<file path="src/rtl/fetch_unit.sv">
// Instruction-fetch stage: owns the program counter, loads the start PC from the
// reset vector in words 0/1, then streams 16-bit words to the IF/ID register,
// marking the immediate word of a 32-bit instruction as a bubble.
module fetch_unit #(
  parameter int unsigned ADDR_W  = 20,
  parameter int unsigned IMM_BIT = 0
) (
  input  logic              clk,
  input  logic              rst,
  input  logic              stall,
  input  logic              redirect,
  input  logic [31:0]       redirect_pc,
  input  logic [15:0]       imem_data,
  output logic [ADDR_W-1:0] imem_addr,
  output logic [15:0]       instruction,
  output logic [31:0]       pc,
  output logic [31:0]       nextPC,
  output logic              iamBubble,
  output logic              flush
);

  localparam logic [1:0] VEC_HI = 2'd0;
  localparam logic [1:0] VEC_LO = 2'd1;
  localparam logic [1:0] RUN    = 2'd2;
  localparam logic [1:0] IMM    = 2'd3;

  logic [1:0]  state_q, state_d;
  logic [31:0] pc_q, pc_d;
  logic        has_imm;
  logic        running;

  assign has_imm = imem_data[IMM_BIT];
  // Redirect only matters once the vector has been loaded.
  assign running = (state_q == RUN) || (state_q == IMM);

  // Outputs toward IF/ID and the memory address, all combinational.
  always_comb begin
    imem_addr   = '0;
    instruction = 16'h0000;
    pc          = 32'h0;
    nextPC      = 32'h0;
    iamBubble   = 1'b1;
    flush       = 1'b0;
    case (state_q)
      VEC_HI: imem_addr = '0;
      VEC_LO: imem_addr = ADDR_W'(1);
      RUN: begin
        imem_addr   = pc_q[ADDR_W-1:0];
        instruction = imem_data;
        pc          = pc_q;
        nextPC      = has_imm ? pc_q + 32'd2 : pc_q + 32'd1;
        iamBubble   = 1'b0;
      end
      IMM: begin
        imem_addr   = pc_q[ADDR_W-1:0];
        instruction = imem_data;
        pc          = pc_q;
        nextPC      = pc_q + 32'd1;
        iamBubble   = 1'b1;
      end
      default: ;
    endcase
    // A redirect squashes whatever is being fetched this cycle.
    if (running && redirect) begin
      instruction = 16'h0000;
      iamBubble   = 1'b1;
      flush       = 1'b1;
    end
  end

  // Next-state: vector load, then redirect > stall > sequential advance.
  always_comb begin
    state_d = state_q;
    pc_d    = pc_q;
    case (state_q)
      VEC_HI: begin
        pc_d    = {imem_data, pc_q[15:0]};
        state_d = VEC_LO;
      end
      VEC_LO: begin
        pc_d    = {pc_q[31:16], imem_data};
        state_d = RUN;
      end
      RUN, IMM: begin
        if (redirect) begin
          pc_d    = redirect_pc;
          state_d = RUN;
        end else if (!stall) begin
          pc_d    = pc_q + 32'd1;
          state_d = ((state_q == RUN) && has_imm) ? IMM : RUN;
        end
      end
      default: state_d = VEC_HI;
    endcase
  end

  // State registers with asynchronous reset back to the vector fetch.
  always_ff @(posedge clk or posedge rst) begin
    if (rst) begin
      state_q <= VEC_HI;
      pc_q    <= 32'h0;
    end else begin
      state_q <= state_d;
      pc_q    <= pc_d;
    end
  end

endmodule

</file>
<file path="config.mk">
export PLATFORM = sky130hd
export DESIGN_NAME = fetch_unit
export DESIGN_NICKNAME = d
export VERILOG_FILES = /design/src/rtl/fetch_unit.sv
export SDC_FILE = /design/constraint.sdc
export NUM_CORES = 1
export LEC_CHECK = 0
export CAP_MARGIN = 20
export CORE_MARGIN = 3
export CORE_UTILIZATION = 35
export DETAILED_ROUTE_END_ITERATION = 8
export PLACE_DENSITY = 0.7
export SLEW_MARGIN = 10
export SYNTH_ARGS = -nofsm -noshare
export SYNTH_HDL_FRONTEND = slang
export SYNTH_SLANG_ARGS = --single-unit
</file>
<file path="constraint.sdc">
create_clock -name clk -period 2.38 [get_ports clk]
set_clock_uncertainty 0.2 [all_clocks]
set_input_delay 0.476 -clock clk [delete_from_list [all_inputs] [get_ports clk]]
set_output_delay 0.476 -clock clk [all_outputs]
set_load 0.01 [all_outputs]
</file>
==> results.txt, run 1 <==
----------------------------------------------------
[Outcome]
  Violations in the final reports ... negative setup slack
  Run status ... finished, violations left

[Die]
  Starting Density ... 0.361
  Total Die Area ... 11900 sq um
  Top-level port count ... ~150
  Core Region ... 10300 sq um
  Number of standard-cell rows in the floorplan ... 37
  Die outline height ... 109 um
  Width of the chip ... 109 um

[STA]
  Shortest period the worst path allows ... slightly below 3000 ps
  Max-slew violation count ... 0
  Worst slew margin ... 0.653
  Worst-case setup margin in the final layout ... -511 ps
  Unrepaired setup endpoints after global routing ... yes
  Actual slew at the worst max-slew pin ... 521 ps
  Achievable Freq ... approximately 350 MHz
  Post-route fraction of the period consumed by the critical path ... 1.21
  Hold Violations, Final ... 0
  # setup viols final ... 29
  Fin Hold WS ... 386 ps

[Clock tree]
  Maximum count of clock buffers along a single path ... 2
  Clock-pin slew on the worst setup and hold paths ... 80 ps
  CTS sink count ... 34
  CTS H-tree depth ... 2
  Root buffer cell ... sky130_fd_sc_hd__clkbuf_8
  Worst-Skew Late Latency ... 300 ps
  Total clock buffers created by CTS ... 5
  Cts hold-fix bufs ... 0
  TritonCTS clock tree ... built

[Routing]
  Post-detailed-route via-to-cell ratio ... 5.68
  Wire length after detailed routing ... 19.9 mm
  WL/cell ... 20.6 um
  Remaining design rule violation count ... 0
  Pre-antenna DRT Iters ... 5
  Routed Antenna Nets ... 0
  Via Count ... 5481
  Detailed router's first-iteration violation count ... 495

[Global routing]
  First-pass GRT wire length ... 28.8 mm
  Largest net degree at the start of global routing ... 35
  Grt ovf ... 0
  Initial antenna violation count ... 0
  Global-route usage over all layers ... 0.313
  Via count of the first global-routing pass ... 5321

[Placed design]
  Placed cell count ... 896
  Gpl congestion ... 0.952
  Cell Area, Placed ... 6440 sq um
  Quantity of I/O buffers inserted on ports ... between 150 and 200
  Post-place setup slack ... -1120 ps
  Post-detail-place hpwl ... 13.5 mm

[Yosys]
  Synthesis-stage register bit count ... 34
  Post-synthesis instance area ... roughly 3700 sq um
  Count of flip-flops with a built-in enable after synthesis ... 0
  Number of instances in the synthesized netlist ... 508
  Sequential area share after synthesis ... 0.228
  Count of different cell masters after synthesis ... 65
  Total number of yosys warnings ... 0
  Top_reg_cell synth ... sky130_fd_sc_hd__dfrtp_1
  Synthesized net count ... 562
  Share of synthesized registers carrying an async set or reset ... 1.00
  Mean area per synthesized cell ... 7.34 sq um

[Power and ir drop]
  Power per cell area ... approximately 480 nW/um^2
  Maximum VDD drop ... 0.000382 V
  Total power draw ... 3580 uW
  Leakage component of the power ... 0.00362 uW

[Final layout]
  Ant diodes ... 0
  Final Instance Count excl. Fillers ... approximately 970
  Most frequent standard cell in the layout excluding fill and tap cells ... sky130_fd_sc_hd__buf_4
  Most frequent cells in the layout ... sky130_fd_sc_hd__buf_4 (183), sky130_fd_sc_hd__clkdlybuf4s50_1 (49), sky130_fd_sc_hd__nor2_1 (45)
  Share of final-layout standard cells stronger than drive strength 1 ... 0.426
  Final design instance area without fill ... 7490 sq um
  Number of nets in the final layout ... 882
  Layout Area Growth over Synthesis ... 101%

[Critical path]
  Kind of capture point of the worst setup path ... output pin
  Critical path startpoint category ... register
  Depth of the most critical reg-to-reg path ... 8
  CP required ... 1700 ps
  Critical path type ... reg2out
  Biggest fanout along the worst timing path ... 5
  CP Data Arrival Time ... 2220 ps

[Run]
  Number of max-cap violations ... 0

[Worst hold path]
  Hold crit path type ... in2async

----------------------------------------------------
critical path: stages, from the launching register on:
cell and delay (ps):
sky130_fd_sc_hd__dfrtp_1 400, sky130_fd_sc_hd__nand2b_4 190, sky130_fd_sc_hd__buf_6 130, sky130_fd_sc_hd__a211o_1 280, sky130_fd_sc_hd__nor3_2 170, sky130_fd_sc_hd__buf_4 150, sky130_fd_sc_hd__nand4_1 140, sky130_fd_sc_hd__mux2_4 350
sky130_fd_sc_hd__buf_6 120
layer usage:
| layer | GRT usage | up-vias | wire [um] |
|---|---|---|---|
| li1 | - | 2472 | - |
| met1 | 0.408 | 2652 | 8030 |
| met2 | 0.536 | 313 | 9670 |
| met3 | 0.0521 | 44 | 1600 |
| met4 | 0.0828 | 0 | 582 |
| met5 | 0 | - | 0 |
through the flow:
| step | util | setup TNS, ps |
|---|---|---|
| after CTS | 0.683 | -9080 |
| after global routing | 0.725 | -12160 |
| after floorplan | - | -19.4 |
| after global placement | 0.623 | -31500 |
| after detailed placement | 0.623 | -32600 |
| final | 0.725 | -10410 |
area by class of cell:
class                           instances  area (sq um)
Inverter                                9          36.3
Timing Repair Buffer                  381          3450
Sequential cell                        34           865
Fill cell                             774          2830
Clock inverter                          1          5.00
Clock buffer                            7          86.3
Multi-Input combinational cell        397          2880
Tap cell                              136           170
kinds of logic (layout without fill, tap and decap cells):
| logic type | count (synthesis) | in the layout | share of synthesized area |
|---|---|---|---|
| multiplexers | 6 | 6 | 0.0168 |
| flip-flops | 34 | 34 | 0.228 |
| AO/OA/AOI/OAI | 137 | 137 | 0.236 |
| XOR/XNOR | 22 | 22 | 0.0517 |
| AND/OR/NAND/NOR | 230 | 230 | 0.355 |
| buffers and inverters | 77 | 398 | 0.105 |
| adder cells (fa/ha/maj) | 2 | 2 | 0.00671 |
final timing paths:
| path | startpoint | end | slack (ps) |
|---|---|---|---|
| worst min-delay path | rst | state_q[1]$_DFFE_PP0P_ | 390 |
| worst max-delay path | state_q[0]$_DFFE_PP0P_ | nextPC[31] | -510 |
| min in group clk | pc_q[29]$_DFFE_PP0P_ | pc_q[29]$_DFFE_PP0P_ | 390 |
| max in group asynchronous | rst | pc_q[12]$_DFFE_PP0P_ | 1190 |
| worst min register to register | pc_q[29]$_DFFE_PP0P_ | pc_q[29]$_DFFE_PP0P_ | 390 |
| worst max register to register | pc_q[0]$_DFFE_PP0P_ | pc_q[20]$_DFFE_PP0P_ | 50 |
where the power goes:
group | switching [uW] | leakage [uW] | internal (uW) | total, uW
clock | 245 | 0.0000482 | 234 | 479
combinational | 1070 | 0.00318 | 1230 | 2300
sequential | 133 | 0.000394 | 671 | 804
flip-flops by register name (all words and copies together) (netlist names):
signal   flops
pc_q        32
state_q      2
cell usage after synthesis (10+ instances only):
cell                       instances  area, sq um
sky130_fd_sc_hd__xnor2_1          18          158
sky130_fd_sc_hd__dfrtp_1          34          851
sky130_fd_sc_hd__nor2_1           46          173
sky130_fd_sc_hd__a22oi_1          12         90.1
sky130_fd_sc_hd__and2_1           44          275
sky130_fd_sc_hd__o21ai_0          48          240
sky130_fd_sc_hd__buf_4            20          150
sky130_fd_sc_hd__nor3_1           18         90.1
sky130_fd_sc_hd__nor4_1           12         75.1
sky130_fd_sc_hd__a21oi_1          28          140
sky130_fd_sc_hd__nand4_1          12         75.1
sky130_fd_sc_hd__clkbuf_1         28          105
sky130_fd_sc_hd__buf_2            16         80.1
sky130_fd_sc_hd__nand3_1          16         80.1
sky130_fd_sc_hd__nand2_1          37          139
sky130_fd_sc_hd__a222oi_1         10          100
what timing repair did:
item                       in CTS  in global routing
pin swaps                      36                 32
gates resized for setup       233                108
gates cloned                    2                  1
setup endpoints to repair      56                 78
setup buffers                  36                 29
No activity file was read; power rests on OpenSTA's default activity.
==> run 2: changes to the inputs <==
- SKIP_CTS_REPAIR_TIMING: unset -> 1
==> run 2 against run 1 <==
Final cell count down 2.2%. Via count down 2.1%. Critical path depth unchanged. The run still ends with negative setup slack left. Clock-buffer cell count unchanged. Routed wire length down 2.6%. Worst setup slack worse by 44 ps.
==> results.txt, run 2 (same netlist as run 1, synthesis figures left out) <==
----------------------------------------------------
[Global routing]
  Global-route usage over all layers ... 0.286
  First-pass GRT wire length ... around 26 mm
  Initial antenna violation count ... 0
  Largest net degree at the start of global routing ... 38
  Grt ovf ... 0
  Via count of the first global-routing pass ... 5004

[Clock tree]
  Maximum count of clock buffers along a single path ... 2
  TritonCTS clock tree ... built
  Total clock buffers created by CTS ... 5
  Root buffer cell ... sky130_fd_sc_hd__clkbuf_8
  Clock-pin slew on the worst setup and hold paths ... 80 ps
  Worst-Skew Late Latency ... 300 ps
  CTS H-tree depth ... 2
  CTS sink count ... 34

[Final layout]
  Register name with the most flops ... pc_q
  Most frequent cells in the layout ... sky130_fd_sc_hd__buf_4 (174), sky130_fd_sc_hd__dlymetal6s2s_1 (72), sky130_fd_sc_hd__clkdlybuf4s50_1 (53)
  Number of flip-flops under the largest register name ... 32
  Final design instance area without fill ... 7370 sq um
  Number of nets in the final layout ... 861
  Share of final-layout standard cells stronger than drive strength 1 ... 0.389
  Fraction of the core area covered by cells at the end of the flow ... 0.714
  Most frequent standard cell in the layout excluding fill and tap cells ... sky130_fd_sc_hd__buf_4
  Final Instance Count excl. Fillers ... about 940
  Largest registers ranked by flip-flop count ... pc_q (32), state_q (2)
  Ant diodes ... 0
  Layout Area Growth over Synthesis ... 97.6%

[STA]
  Post-route fraction of the period consumed by the critical path ... 1.23
  Unrepaired setup endpoints after global routing ... yes
  # setup viols final ... 29
  Worst-case setup margin in the final layout ... -556 ps
  Actual slew at the worst max-slew pin ... 522 ps
  Hold Violations, Final ... 0
  Max-slew violation count ... 0
  Shortest period the worst path allows ... 2940 ps
  Worst slew margin ... 0.652
  Achievable Freq ... 341 MHz

[Critical path]
  CP required ... 1700 ps
  Kind of capture point of the worst setup path ... output pin
  Reg2reg setup slack ... 100 ps
  CP Data Arrival Time ... 2260 ps
  Biggest fanout along the worst timing path ... 6
  Reg-to-reg startpoint ... pc_q[12]$_DFFE_PP0P_
  Depth of the most critical reg-to-reg path ... 8
  Endpoint of the worst-slack reg-to-reg timing path ... pc_q[27]$_DFFE_PP0P_
  Critical path type ... reg2out
  Critical path startpoint category ... register

[Routing]
  Wire length after detailed routing ... slightly below 20 mm
  WL/cell ... 20.5 um
  Routed Antenna Nets ... 0
  Post-detailed-route via-to-cell ratio ... 5.68
  Remaining design rule violation count ... 0
  Via Count ... 5366
  Detailed router's first-iteration violation count ... between 400 and 500
  Pre-antenna DRT Iters ... 8

[Die]
  Top-level port count ... 154
  Total Die Area ... 11900 sq um
  Number of standard-cell rows in the floorplan ... 37
  Die outline height ... approximately 110 um
  Core Region ... between 10000 and 15000 sq um
  Width of the chip ... 109 um
  Starting Density ... 0.361

[Worst hold path]
  Cell depth of the worst hold path ... 2
  Worst min-delay path startpoint ... pc_q[29]$_DFFE_PP0P_
  Hold crit path type ... reg2reg
  Worst Hold Path EP ... pc_q[29]$_DFFE_PP0P_

[Placed design]
  Quantity of I/O buffers inserted on ports ... 153
  Post-place setup slack ... -1120 ps
  Cell Area, Placed ... 6440 sq um
  Gpl congestion ... 0.952
  Placed cell count ... around 900
  Post-detail-place hpwl ... 13.5 mm

[Run]
  Number of max-cap violations ... 0

[Outcome]
  Run status ... finished, violations left
  Violations in the final reports ... negative setup slack

[Power and ir drop]
  Power per cell area ... between 400 and 500 nW/um^2
  Maximum VDD drop ... between 0.0002 and 0.0003 V
  Leakage component of the power ... 0.00392 uW

----------------------------------------------------
run 2: changes by cell type in the layout (fill, tap and decap cells not counted), sizes merged, moves of 4 or more:
cell | before | now
clkdlybuf4s15 | 14 | 0
dlygate4sd2 | 25 | 0
clkdlybuf4s50 | 49 | 53
dlymetal6s2s | 31 | 72
buf | 255 | 228
run 2: final cells by class:
| cell class | count | area [sq um] |
|---|---|---|
| Timing Repair Buffer | 360 | 3370 |
| Clock inverter | 1 | 5.00 |
| Clock buffer | 7 | 86.3 |
| Tap cell | 136 | 170 |
| Inverter | 9 | 33.8 |
| Multi-Input combinational cell | 397 | 2840 |
| Sequential cell | 34 | 862 |
| Fill cell | 796 | 2950 |
run 2: power by group:
part / internal, uW / switching, uW / leakage [uW]
Sequential: 671 / 127 / 0.000396
Combinational: 1210 / 1040 / 0.00348
Clock: 234 / 245 / 0.0000482
run 2: worst max-delay path: stages, from the launching register on:
cell and delay, ps:
sky130_fd_sc_hd__dfrtp_1 410, sky130_fd_sc_hd__nand2b_4 200, sky130_fd_sc_hd__a2111o_2 600, sky130_fd_sc_hd__buf_6 160, sky130_fd_sc_hd__buf_6 110, sky130_fd_sc_hd__nor3_4 110
sky130_fd_sc_hd__xnor2_1 100, sky130_fd_sc_hd__nor2_1 120, sky130_fd_sc_hd__buf_2 150
run 2: worst max path at each step:
stage / startpoint / endpoint / slack, ps / cells past startpoint
final: state_q[0]$_DFFE_PP0P_ / nextPC[17] / -560 / 8
after detailed placement: imem_data[0] / nextPC[31] / -1120 / 8
after floorplan: state_q[0]$_DFFE_PP0P_ / nextPC[22] / -20 / 6
after global routing: pc_q[6]$_DFFE_PP0P_ / nextPC[19] / -620 / 10
after global placement: imem_data[0] / nextPC[31] / -1060 / 8
after CTS: imem_data[0] / nextPC[31] / -1140 / 8
run 2: metal layers:
layer	GRT usage	vias to the layer above	wire [um]
li1	-	2431	-
met1	0.388	2573	7900
met2	0.477	324	9300
met3	0.0367	38	1680
met4	0.0784	0	493
met5	0	-	0
run 2: through the flow:
stage | total power, uW | TNS (ps) | hold WS [ps]
5_1_grt | 3690 | -12120 | 411
3_3_place_gp | 2740 | -31500 | 362
6_report | 3530 | -10280 | 384
4_1_cts | 3240 | -33040 | 386
3_5_place_dp | 2770 | -32600 | 376
2_1_floorplan | 1650 | -19.4 | 301
